===== config.mk =====
export PLATFORM = sky130hd
export DESIGN_NAME = unified_mem_arb_flat
export DESIGN_NICKNAME = d
export VERILOG_FILES = /design/src/rtl/unified_mem_arb_pkg.sv /design/src/rtl/unified_mem_arb_if.sv /design/src/rtl/unified_mem_arb_wdog.sv /design/src/rtl/unified_mem_arb.sv /design/src/flat_wrapper.sv
export SDC_FILE = /design/constraint.sdc
export NUM_CORES = 1
export LEC_CHECK = 0
export CAP_MARGIN = 20
export CORE_UTILIZATION = 45
export DETAILED_ROUTE_END_ITERATION = 10
export GPL_ROUTABILITY_DRIVEN = 0
export PLACE_DENSITY_LB_ADDON = 0.1
export SETUP_SLACK_MARGIN = 0.2
export SYNTH_ARGS = -nofsm -noshare
export SYNTH_HDL_FRONTEND = slang
export SYNTH_SLANG_ARGS = --single-unit

===== constraint.sdc =====
create_clock -name clk -period 2.48 [get_ports clk]
set_clock_uncertainty 0.05 [all_clocks]
set_input_delay 0.496 -clock clk [delete_from_list [all_inputs] [get_ports clk]]
set_output_delay 0.496 -clock clk [all_outputs]
set_load 0.01 [all_outputs]

===== src/rtl/unified_mem_arb_pkg.sv =====
// Shared types and default widths for the unified memory arbiter.
package mem_arb_pkg;
  localparam int ADDR_W_DEF  = 32;
  localparam int DATA_W_DEF  = 32;
  localparam int TIMEOUT_DEF = 255;

  typedef enum logic [1:0] {IDLE, BUSY_I, BUSY_D, RESP} state_e;
  typedef enum logic {GNT_I, GNT_D} grant_e;
endpackage


===== src/rtl/unified_mem_arb_if.sv =====
// Core-side fetch/data ports plus memory-side bus of the unified memory arbiter.
interface unified_mem_arb_if #(
  parameter int ADDR_W = 32,
  parameter int DATA_W = 32
) ();
  logic              if_req;
  logic [ADDR_W-1:0] if_addr;
  logic              if_ready;
  logic [DATA_W-1:0] if_rdata;
  logic              d_req;
  logic              d_we;
  logic [ADDR_W-1:0] d_addr;
  logic [DATA_W-1:0] d_wdata;
  logic              d_ready;
  logic [DATA_W-1:0] d_rdata;
  logic              mem_req;
  logic              mem_we;
  logic [ADDR_W-1:0] mem_addr;
  logic [DATA_W-1:0] mem_wdata;
  logic [DATA_W-1:0] mem_rdata;
  logic              mem_ack;
  logic              err;

  // arbiter side
  modport slave (
    input  if_req, if_addr, d_req, d_we, d_addr, d_wdata, mem_rdata, mem_ack,
    output if_ready, if_rdata, d_ready, d_rdata, mem_req, mem_we, mem_addr, mem_wdata, err
  );

  // environment side: core and memory
  modport master (
    output if_req, if_addr, d_req, d_we, d_addr, d_wdata, mem_rdata, mem_ack,
    input  if_ready, if_rdata, d_ready, d_rdata, mem_req, mem_we, mem_addr, mem_wdata, err
  );
endinterface


===== src/rtl/unified_mem_arb_wdog.sv =====
// Memory-ack watchdog: fires a one-cycle expired pulse after TIMEOUT waiting cycles.
module arb_wdog #(
  parameter int TIMEOUT = 255
) (
  input  logic clk,
  input  logic reset,
  input  logic clear,
  input  logic en,
  output logic expired
);
  localparam int CW = $clog2(TIMEOUT + 1);
  localparam logic [CW-1:0] LAST = CW'(TIMEOUT - 1);

  logic [CW-1:0] cnt_reg;

  always_ff @(posedge clk) begin
    if (reset) begin
      cnt_reg <= '0;
    end else if (clear) begin
      cnt_reg <= '0;
    end else if (en) begin
      cnt_reg <= cnt_reg + CW'(1);
    end
  end

  // the cycle that would bring the count to TIMEOUT is the expiry cycle
  assign expired = en && (cnt_reg == LAST);
endmodule


===== src/rtl/unified_mem_arb.sv =====
// Shares one single-port variable-latency memory between fetch and data ports.
// Optional ARB_RR_EN macro switches fixed data priority to round-robin arbitration.
module unified_mem_arb
  import mem_arb_pkg::*;
#(
  parameter int ADDR_W  = ADDR_W_DEF,
  parameter int DATA_W  = DATA_W_DEF,
  parameter int TIMEOUT = TIMEOUT_DEF
) (
  input logic clk,
  input logic reset,
  unified_mem_arb_if.slave bus
);
  localparam logic [1:0] ST_IDLE   = IDLE;
  localparam logic [1:0] ST_BUSY_I = BUSY_I;
  localparam logic [1:0] ST_BUSY_D = BUSY_D;
  localparam logic [1:0] ST_RESP   = RESP;

  logic [1:0]        state_reg;
  grant_e            grant_reg;
  logic              mem_req_reg, mem_we_reg, if_ready_reg, d_ready_reg, err_reg;
  logic [ADDR_W-1:0] mem_addr_reg;
  logic [DATA_W-1:0] mem_wdata_reg, if_rdata_reg, d_rdata_reg;
  logic              busy, any_req, pick_d, expired, finish;
  logic [DATA_W-1:0] rsp_next;

  assign busy    = (state_reg == ST_BUSY_I) || (state_reg == ST_BUSY_D);
  assign any_req = bus.if_req || bus.d_req;

`ifdef ARB_RR_EN
  grant_e last_grant_reg;
  // on a tie the port not granted last wins
  assign pick_d = bus.d_req && (!bus.if_req || (last_grant_reg == GNT_I));
  always_ff @(posedge clk) begin
    if (reset) begin
      last_grant_reg <= GNT_I;
    end else if ((state_reg == ST_IDLE) && any_req) begin
      last_grant_reg <= pick_d ? GNT_D : GNT_I;
    end
  end
`else
  assign pick_d = bus.d_req;
`endif

  arb_wdog #(.TIMEOUT(TIMEOUT)) u_wdog (
    .clk     (clk),
    .reset   (reset),
    .clear   ((state_reg == ST_IDLE) && any_req),
    .en      (busy && !bus.mem_ack),
    .expired (expired)
  );

  // an ack in the expiry cycle wins; a timeout returns zero data
  assign finish   = busy && (bus.mem_ack || expired);
  assign rsp_next = bus.mem_ack ? bus.mem_rdata : '0;

  always_ff @(posedge clk) begin
    if (reset) begin
      state_reg     <= ST_IDLE;
      grant_reg     <= GNT_I;
      mem_req_reg   <= 1'b0;
      mem_we_reg    <= 1'b0;
      mem_addr_reg  <= '0;
      mem_wdata_reg <= '0;
      if_ready_reg  <= 1'b0;
      d_ready_reg   <= 1'b0;
      if_rdata_reg  <= '0;
      d_rdata_reg   <= '0;
      err_reg       <= 1'b0;
    end else begin
      if_ready_reg <= 1'b0;
      d_ready_reg  <= 1'b0;
      case (state_reg)
        ST_IDLE: begin
          if (any_req) begin
            grant_reg    <= pick_d ? GNT_D : GNT_I;
            state_reg    <= pick_d ? ST_BUSY_D : ST_BUSY_I;
            mem_req_reg  <= 1'b1;
            mem_we_reg   <= pick_d && bus.d_we;
            mem_addr_reg <= pick_d ? bus.d_addr : bus.if_addr;
            if (pick_d) begin
              mem_wdata_reg <= bus.d_wdata;
            end
          end
        end
        ST_BUSY_I, ST_BUSY_D: begin
          if (finish) begin
            state_reg   <= ST_RESP;
            mem_req_reg <= 1'b0;
            if (!bus.mem_ack) begin
              err_reg <= 1'b1;
            end
            if (grant_reg == GNT_D) begin
              d_ready_reg <= 1'b1;
              d_rdata_reg <= rsp_next;
            end else begin
              if_ready_reg <= 1'b1;
              if_rdata_reg <= rsp_next;
            end
          end
        end
        default: state_reg <= ST_IDLE;
      endcase
    end
  end

  assign bus.mem_req   = mem_req_reg;
  assign bus.mem_we    = mem_we_reg;
  assign bus.mem_addr  = mem_addr_reg;
  assign bus.mem_wdata = mem_wdata_reg;
  assign bus.if_ready  = if_ready_reg;
  assign bus.if_rdata  = if_rdata_reg;
  assign bus.d_ready   = d_ready_reg;
  assign bus.d_rdata   = d_rdata_reg;
  assign bus.err       = err_reg;
endmodule


===== src/flat_wrapper.sv =====
// flat-port wrapper written by rule: the top's interface ports become plain ports
module unified_mem_arb_flat import mem_arb_pkg::*;
#(
  parameter int ADDR_W  = ADDR_W_DEF,
  parameter int DATA_W  = DATA_W_DEF,
  parameter int TIMEOUT = TIMEOUT_DEF
)
  (clk, reset, bus_if_req, bus_if_addr, bus_d_req, bus_d_we, bus_d_addr, bus_d_wdata, bus_mem_rdata, bus_mem_ack, bus_if_ready, bus_if_rdata, bus_d_ready, bus_d_rdata, bus_mem_req, bus_mem_we, bus_mem_addr, bus_mem_wdata, bus_err);
  unified_mem_arb_if #(.ADDR_W(ADDR_W), .DATA_W(DATA_W)) bus_i ();
  input logic clk;
  input logic reset;
  input wire logic [$bits(bus_i.if_req)-1:0] bus_if_req;
  input wire logic [$bits(bus_i.if_addr)-1:0] bus_if_addr;
  input wire logic [$bits(bus_i.d_req)-1:0] bus_d_req;
  input wire logic [$bits(bus_i.d_we)-1:0] bus_d_we;
  input wire logic [$bits(bus_i.d_addr)-1:0] bus_d_addr;
  input wire logic [$bits(bus_i.d_wdata)-1:0] bus_d_wdata;
  input wire logic [$bits(bus_i.mem_rdata)-1:0] bus_mem_rdata;
  input wire logic [$bits(bus_i.mem_ack)-1:0] bus_mem_ack;
  output wire logic [$bits(bus_i.if_ready)-1:0] bus_if_ready;
  output wire logic [$bits(bus_i.if_rdata)-1:0] bus_if_rdata;
  output wire logic [$bits(bus_i.d_ready)-1:0] bus_d_ready;
  output wire logic [$bits(bus_i.d_rdata)-1:0] bus_d_rdata;
  output wire logic [$bits(bus_i.mem_req)-1:0] bus_mem_req;
  output wire logic [$bits(bus_i.mem_we)-1:0] bus_mem_we;
  output wire logic [$bits(bus_i.mem_addr)-1:0] bus_mem_addr;
  output wire logic [$bits(bus_i.mem_wdata)-1:0] bus_mem_wdata;
  output wire logic [$bits(bus_i.err)-1:0] bus_err;
  assign bus_i.if_req = bus_if_req;
  assign bus_i.if_addr = bus_if_addr;
  assign bus_i.d_req = bus_d_req;
  assign bus_i.d_we = bus_d_we;
  assign bus_i.d_addr = bus_d_addr;
  assign bus_i.d_wdata = bus_d_wdata;
  assign bus_i.mem_rdata = bus_mem_rdata;
  assign bus_i.mem_ack = bus_mem_ack;
  assign bus_if_ready = bus_i.if_ready;
  assign bus_if_rdata = bus_i.if_rdata;
  assign bus_d_ready = bus_i.d_ready;
  assign bus_d_rdata = bus_i.d_rdata;
  assign bus_mem_req = bus_i.mem_req;
  assign bus_mem_we = bus_i.mem_we;
  assign bus_mem_addr = bus_i.mem_addr;
  assign bus_mem_wdata = bus_i.mem_wdata;
  assign bus_err = bus_i.err;
  unified_mem_arb #(.ADDR_W(ADDR_W), .DATA_W(DATA_W), .TIMEOUT(TIMEOUT)) u_core (.clk(clk), .reset(reset), .bus(bus_i));
endmodule

# == Yosys cells after proc, flatten, opt, wreduce, memory -nomap -nowiden ==
# Cells that the tools add are included.
# word_totals
register_bits,144
latch_bits,0
ram_bits,0
romBits,0
inputBits,134
out_inout_bits,133
word_cells,55
n_memories,0
# op_classes
add_sub_neg,1
mul,0
n_div,0
magnitude_cmp,0
n_eq_ne,5
shifts,0
n_mux,12
bitwise_logic,4
n_reduce_logical,21
# ops
op,count
two-way mux 32 bit,2
AND reduction 3 bit,5
adder 8 x 1 -> 8 bit (second input constant),1
equality test 8 bit (second input constant),1
two-way mux 2 bit,3
logical AND 1 bit,5
two-way mux 1 bit,5
inequality test 2 x 1 -> 1 bit (second input constant),2
NOT 1 bit,4
one-hot mux 2 bit (2 select lines),1
AND reduction 2 bit,2
OR reduction 2 bit,2
logical OR 1 bit,3
OR reduction 3 bit,1
equality test 2 x 1 -> 1 bit (second input constant),1
equality test 2 bit (second input constant),1
zero test 2 bit,1
one-hot mux 1 bit (2 select lines),1
nonzero test 2 bit,1
zero test 1 bit,1

# == Longest topological paths before layout ==
# depth
depth_word,8
depth_mapped,8
mapped_depth_nobuf,6

# == Cells and area by module ==
# A second synthesis with hierarchy kept.
# unflattened
hier_cells,655
hier_area_um2,5765.5
# modules_own_cells
mod,instances,cells_per_inst,area_per_inst_um2,seq_area_each_um2
unified_mem_arb,1,613,5387.7,2722.6
arb_wdog,1,42,377.9,160.2

# == Worst setup path after synthesis ==
# No wires, ideal clock.
# synth_timing
path_type,register to register
from,register u_core.state_reg[0]
to,register u_core.u_wdog.cnt_reg[6]
setup_time_ns,0.072
arrival_ns,1.518
t_required_ns,2.358
slack_ns,0.840
stages_incl_launch_ff,9
path_buffers,2
period_less_slack_ns,1.640
cell_sequence,dfxtp_1 > inv_1 > ha_1 > buf_4 > nor2b_1 > buf_4 > nand2_1 > or3_1 > a21oi_1
# synth_between
elab_chain_len,3
elab_cells_between_ends,7
classes_between,2 x eq/ne; 5 x reduce/logical
# synth_rtl
element,line_no,source
start: declaration,unified_mem_arb.sv:19,logic [1:0] state_reg;
start signal: assignment,unified_mem_arb.sv:77,state_reg <= pick_d ? ST_BUSY_D : ST_BUSY_I;
"equality test 2 x 1 -> 1 bit, or another cell as far along",unified_mem_arb.sv:27,assign busy = (state_reg == ST_BUSY_I) || (state_reg == ST_BUSY_D);
logical OR 1 bit or logical AND 1 bit (tied branches),"unified_mem_arb.sv:27, unified_mem_arb.sv:48",
logical AND 1 bit or OR reduction 2 bit (tied branches),n/a,
end signal: assignment,unified_mem_arb_wdog.sv:22,cnt_reg <= cnt_reg + CW'(1);
end: declaration,unified_mem_arb_wdog.sv:14,logic [CW-1:0] cnt_reg;
# Parallel ways exist; a longest one is shown, timed or not.
# A chain may end at the register's enable or synchronous reset.

# == Worst setup path in the final report ==
# layout_timing
from,register u_core.state_reg[0]
to,register u_core.if_rdata_reg[23] (netlist: u_core.bus.if_rdata[23])
# layout_between
elab_chain_len,7
elab_cells_between_ends,9
classes_between,2 x eq/ne; 7 x reduce/logical
# layout_rtl
element,line_no,source
equality test 2 x 1 -> 1 bit or equality test 2 bit (tied branches),"unified_mem_arb.sv:27, unified_mem_arb.sv:73",
logical OR 1 bit,unified_mem_arb.sv:27,
logical AND 1 bit,unified_mem_arb.sv:49,".en (busy && !bus.mem_ack),"
logical AND 1 bit,unified_mem_arb_wdog.sv:27,assign expired = en && (cnt_reg == LAST);
logical OR 1 bit,unified_mem_arb.sv:54,assign finish = busy && (bus.mem_ack || expired);
logical AND 1 bit,unified_mem_arb.sv:54,
AND reduction 3 bit (no line) *,n/a,
end signal: assignment,unified_mem_arb.sv:98,if_rdata_reg <= rsp_next;
end: declaration,unified_mem_arb.sv:23,"logic [DATA_W-1:0] mem_wdata_reg, if_rdata_reg, d_rdata_reg;"
# Every way passes the cells marked *; elsewhere a longest branch is shown, timed or not.

==> metrics.md <==
| Metric | Value |
|---|---|
| Outcome | finished, final reports clean |
| Crit path from | u_core.state_reg[0] |
| Reg-to-reg endpoint | u_core.bus.if_rdata[23] |
| First-pass GRT wire length | 26.2 mm |
| Setup violators final | 0 |
| Hold crit path type | reg -> reg |
| # placed instances | 1,047 |
| PostCTS Resize Cnt | 0 |
| Worst-path fanout max | between 60 and 70 |
| Tmin final | 1.94 ns |
| Initial DRT Pass Iterations | 4 |
| Clk sinks | 144 |
| H-tree levels | 4 |
| Gate power share | 0.352 |
| Max-slew violation count | 0 |
| CP max stage delay | 0.43 ns |
| Maximum vdd drop | 432 uV |
| Syn Area/Cell | 8.86 um^2 |
| Post-synth cell types | 34 |
| Worst hold start | u_core.bus.mem_wdata[24] |
| Post-synthesis sequential area ratio | 0.494 |
| Synth area leaders | dfxtp_1 (49%), a21oi_1 (11%), a211oi_1 (8.4%) |
| Total net switching power | 0.00270 W |
| WHS Path Cells | 2 |
| Yosys reg bits | 144 |
| Syn_nets | 797 |
| Die Span Y | approximately 120 um |
| Worst Tran Pin Value | ~0.63 ns |
| Fin crit share | 0.781 |
| Die area | about 13,000 um^2 |
| Hold Path End | u_core.bus.mem_wdata[24] |
| R2R Path Start | u_core.state_reg[0] |
| Total CTS buffers | 17 |
| Die Width | 116 um |
| Cts hold-fix bufs | 0 |
| Layout Nets | 1,032 |
| CP max stage cell | ha_1 |
| Reg2Reg Setup Slack | 0.54 ns |
| Total track usage | 0.252 |
| Number of global-route vias before repair | roughly 5,400 |
| Critical Path RT | 2.74 ns |
| Ant diodes | 0 |
| Wire per inst | 15.8 um |
| Vias per inst | 5.30 |
| Clock transition at the registers of the reported paths | roughly 0.050 ns |
| Final WL | 17.0 mm |
| CP bufs+invs | 2 |
| I/O pin count | 267 |
| WP data arrival | 2.20 ns |
| Core area | 12,600 um^2 |
| Setup Fix Bufs, Post-CTS | 0 |
| Layout cells sized above 1 | 0.0564 |
| Initial core utilization | 0.462 |
| CTS tree | done |
| Slew headroom | 0.574 |
| Routed Antenna Nets | 0 |
| DP HPWL | 12.0 mm |
| RSZ-0062 raised after global routing | no |
| Pre-CTS setup slack | 0.348 ns |
| Hold Vio Cnt, Final | 0 |
| Non-Filler Instances | 1,077 |
| Fraction of registers with async set or reset after synthesis | 0 |
| Crit path kind | reg -> reg |
| Global route overflow | 0 |
| Largest area contributor in the netlist | dfxtp_1 |
| Final TNS setup | 0 ns |
| Worst Reg-to-Reg Cells | 7 |
| Area delta synth->final | 56.0% |
| Register share of total power | 0.359 |
| Yosys top cell area share | 0.494 |
| Largest net degree at the start of global routing | 65 |
| Fmax | 516 MHz |
| Main synth FF type | dfxtp_1 |
| CP Capture Type | register |
| Num rows | slightly above 40 |
| Pwr per Cell Area | ~930 nW/um^2 |
| Top Family by Delay on Critical Path | adder cells |
| Post-synth EDFFs | 0 |
| Initial antenna violation count | 0 |
| Gate Count Post-Synth | 659 |
| Critical path, cell by cell | inv_1 > ha_1 > nand2_1 > nor2_4 > buf_12 > a21oi_1 > a211oi_1 |
| Sw Ratio | 0.319 |
| Clk_lat worst skew | between 0.4 and 0.5 ns |
| Int Power | around 0.0058 W |
| Max Cap Violations | 0 |
| Initial DRC Count | 394 |
| Clock power frac | 0.288 |
| Critical Path Start Type | register |
| Max clock buf depth | 2 |
| LEAKAGE | 3.21 nW |
| Residual DRC | 0 |
| CTS root buffer | clkbuf_16 |
| Mapped Area | 5840 um^2 |
| IO Port Bufs | 266 |
| Synth warnings | 0 |
| Setup slack after layout | ~0.54 ns |
| Via count | 5,713 |
[layer usage]
layer  GRT usage  up-vias  share of wire
met5           0        -              0
met3      0.0941       30          0.087
met2       0.438      204           0.49
met4       0.104        0          0.023
met1       0.275     2626           0.40
li1            -     2853              -
[worst reg2reg max path, stage by stage (launching register included)]
cell,delay (ns)
dfxtp_1,0.33
inv_1,0.06
ha_1,0.43
nand2_1,0.14
nor2_4,0.12
buf_12,0.27
a21oi_1,0.14
a211oi_1,0.29
[power by group through the flow]
stage                     Combinational [W]  Clock [W]  Sequential [W]
after floorplan                     0.00142          0         0.00324
after global placement              0.00290          0         0.00307
after detailed placement            0.00298          0         0.00309
after CTS                           0.00300    0.00249         0.00305
after global routing                0.00324    0.00258         0.00310
final                               0.00299    0.00244         0.00305
[cell usage after synthesis (all sizes together) (2+ instances only)]
master / count
inv: 5
nand4: 3
xnor2: 2
a21oi: 134
dfxtp: 144
or3: 2
buf: 40
o21ai: 4
a311oi: 32
a211oi: 65
o41ai: 2
nand2: 103
xor2: 3
nor2: 46
and3: 2
nor2b: 2
nand3: 2
mux2i: 32
clkbuf: 23
ha: 4
a211o: 2
[cells by family (layout without fill, tap and decap cells)]
family,Yosys count,in the layout,share of synthesized area
AOI/OAI and AO/OA,242,242,0.261
muxes,32,32,0.0549
xor gates and xnor gates,5,5,0.00751
DFF,144,144,0.494
and+or+nand+nor,164,164,0.115
buffers and inverters,68,314,0.0585
adders and majority gates,4,4,0.00858
[cell type report]
| class | count | area, um^2 |
|---|---|---|
| clock inverter | 7 | 85.1 |
| tap | 172 | 215 |
| clock buffer | 23 | 478 |
| sequential | 144 | 2880 |
| fill | 933 | 3520 |
| inverter | 5 | 18.8 |
| timing repair buffer | 279 | 2800 |
| multi-input combinational | 447 | 2620 |
[worst max-delay path by stage]
stage / endpoint / cells past startpoint
floorplan: u_core.u_wdog.cnt_reg[6] / 8
global placement: u_core.u_wdog.cnt_reg[1] / 4
detailed placement: u_core.u_wdog.cnt_reg[1] / 4
CTS: bus_d_rdata[24] / 1
global route: u_core.bus.if_rdata[19] / 7
finish: u_core.bus.if_rdata[23] / 7
[layout by cell type (no fill, tap or decap), types with 2 or more instances in the layout]
cell and instances:
mux2i_1 32, a211o_1 2, xor2_1 3, clkinv_2 5, clkbuf_8 3, nor2_1 45, xnor2_1 2, or3_1 2
o41ai_1 2, nand3_1 2, clkdlybuf4s50_1 264, a311oi_1 32, buf_12 4, a21oi_1 134, o21ai_0 3, inv_1 5
a211oi_1 65, nand2_1 103, bufinv_16 2, nand4_1 2, clkbuf_1 3, dfxtp_1 143, clkbuf_16 17, ha_1 4
buf_4 10
[per-stage QoR]
step | total power (W) | instance area [um^2] | utilization | hold slack [ns]
finish | 0.00848 | 9100 | 0.721 | 0.404
global route | 0.00893 | 9100 | 0.721 | 0.415
detailed placement | 0.00606 | 8540 | 0.677 | 0.396
CTS | 0.00853 | 9100 | 0.721 | 0.403
global placement | 0.00597 | 8540 | 0.677 | 0.392
floorplan | 0.00466 | 5840 | - | 0.422
Power figures use the tool's default switching activity.
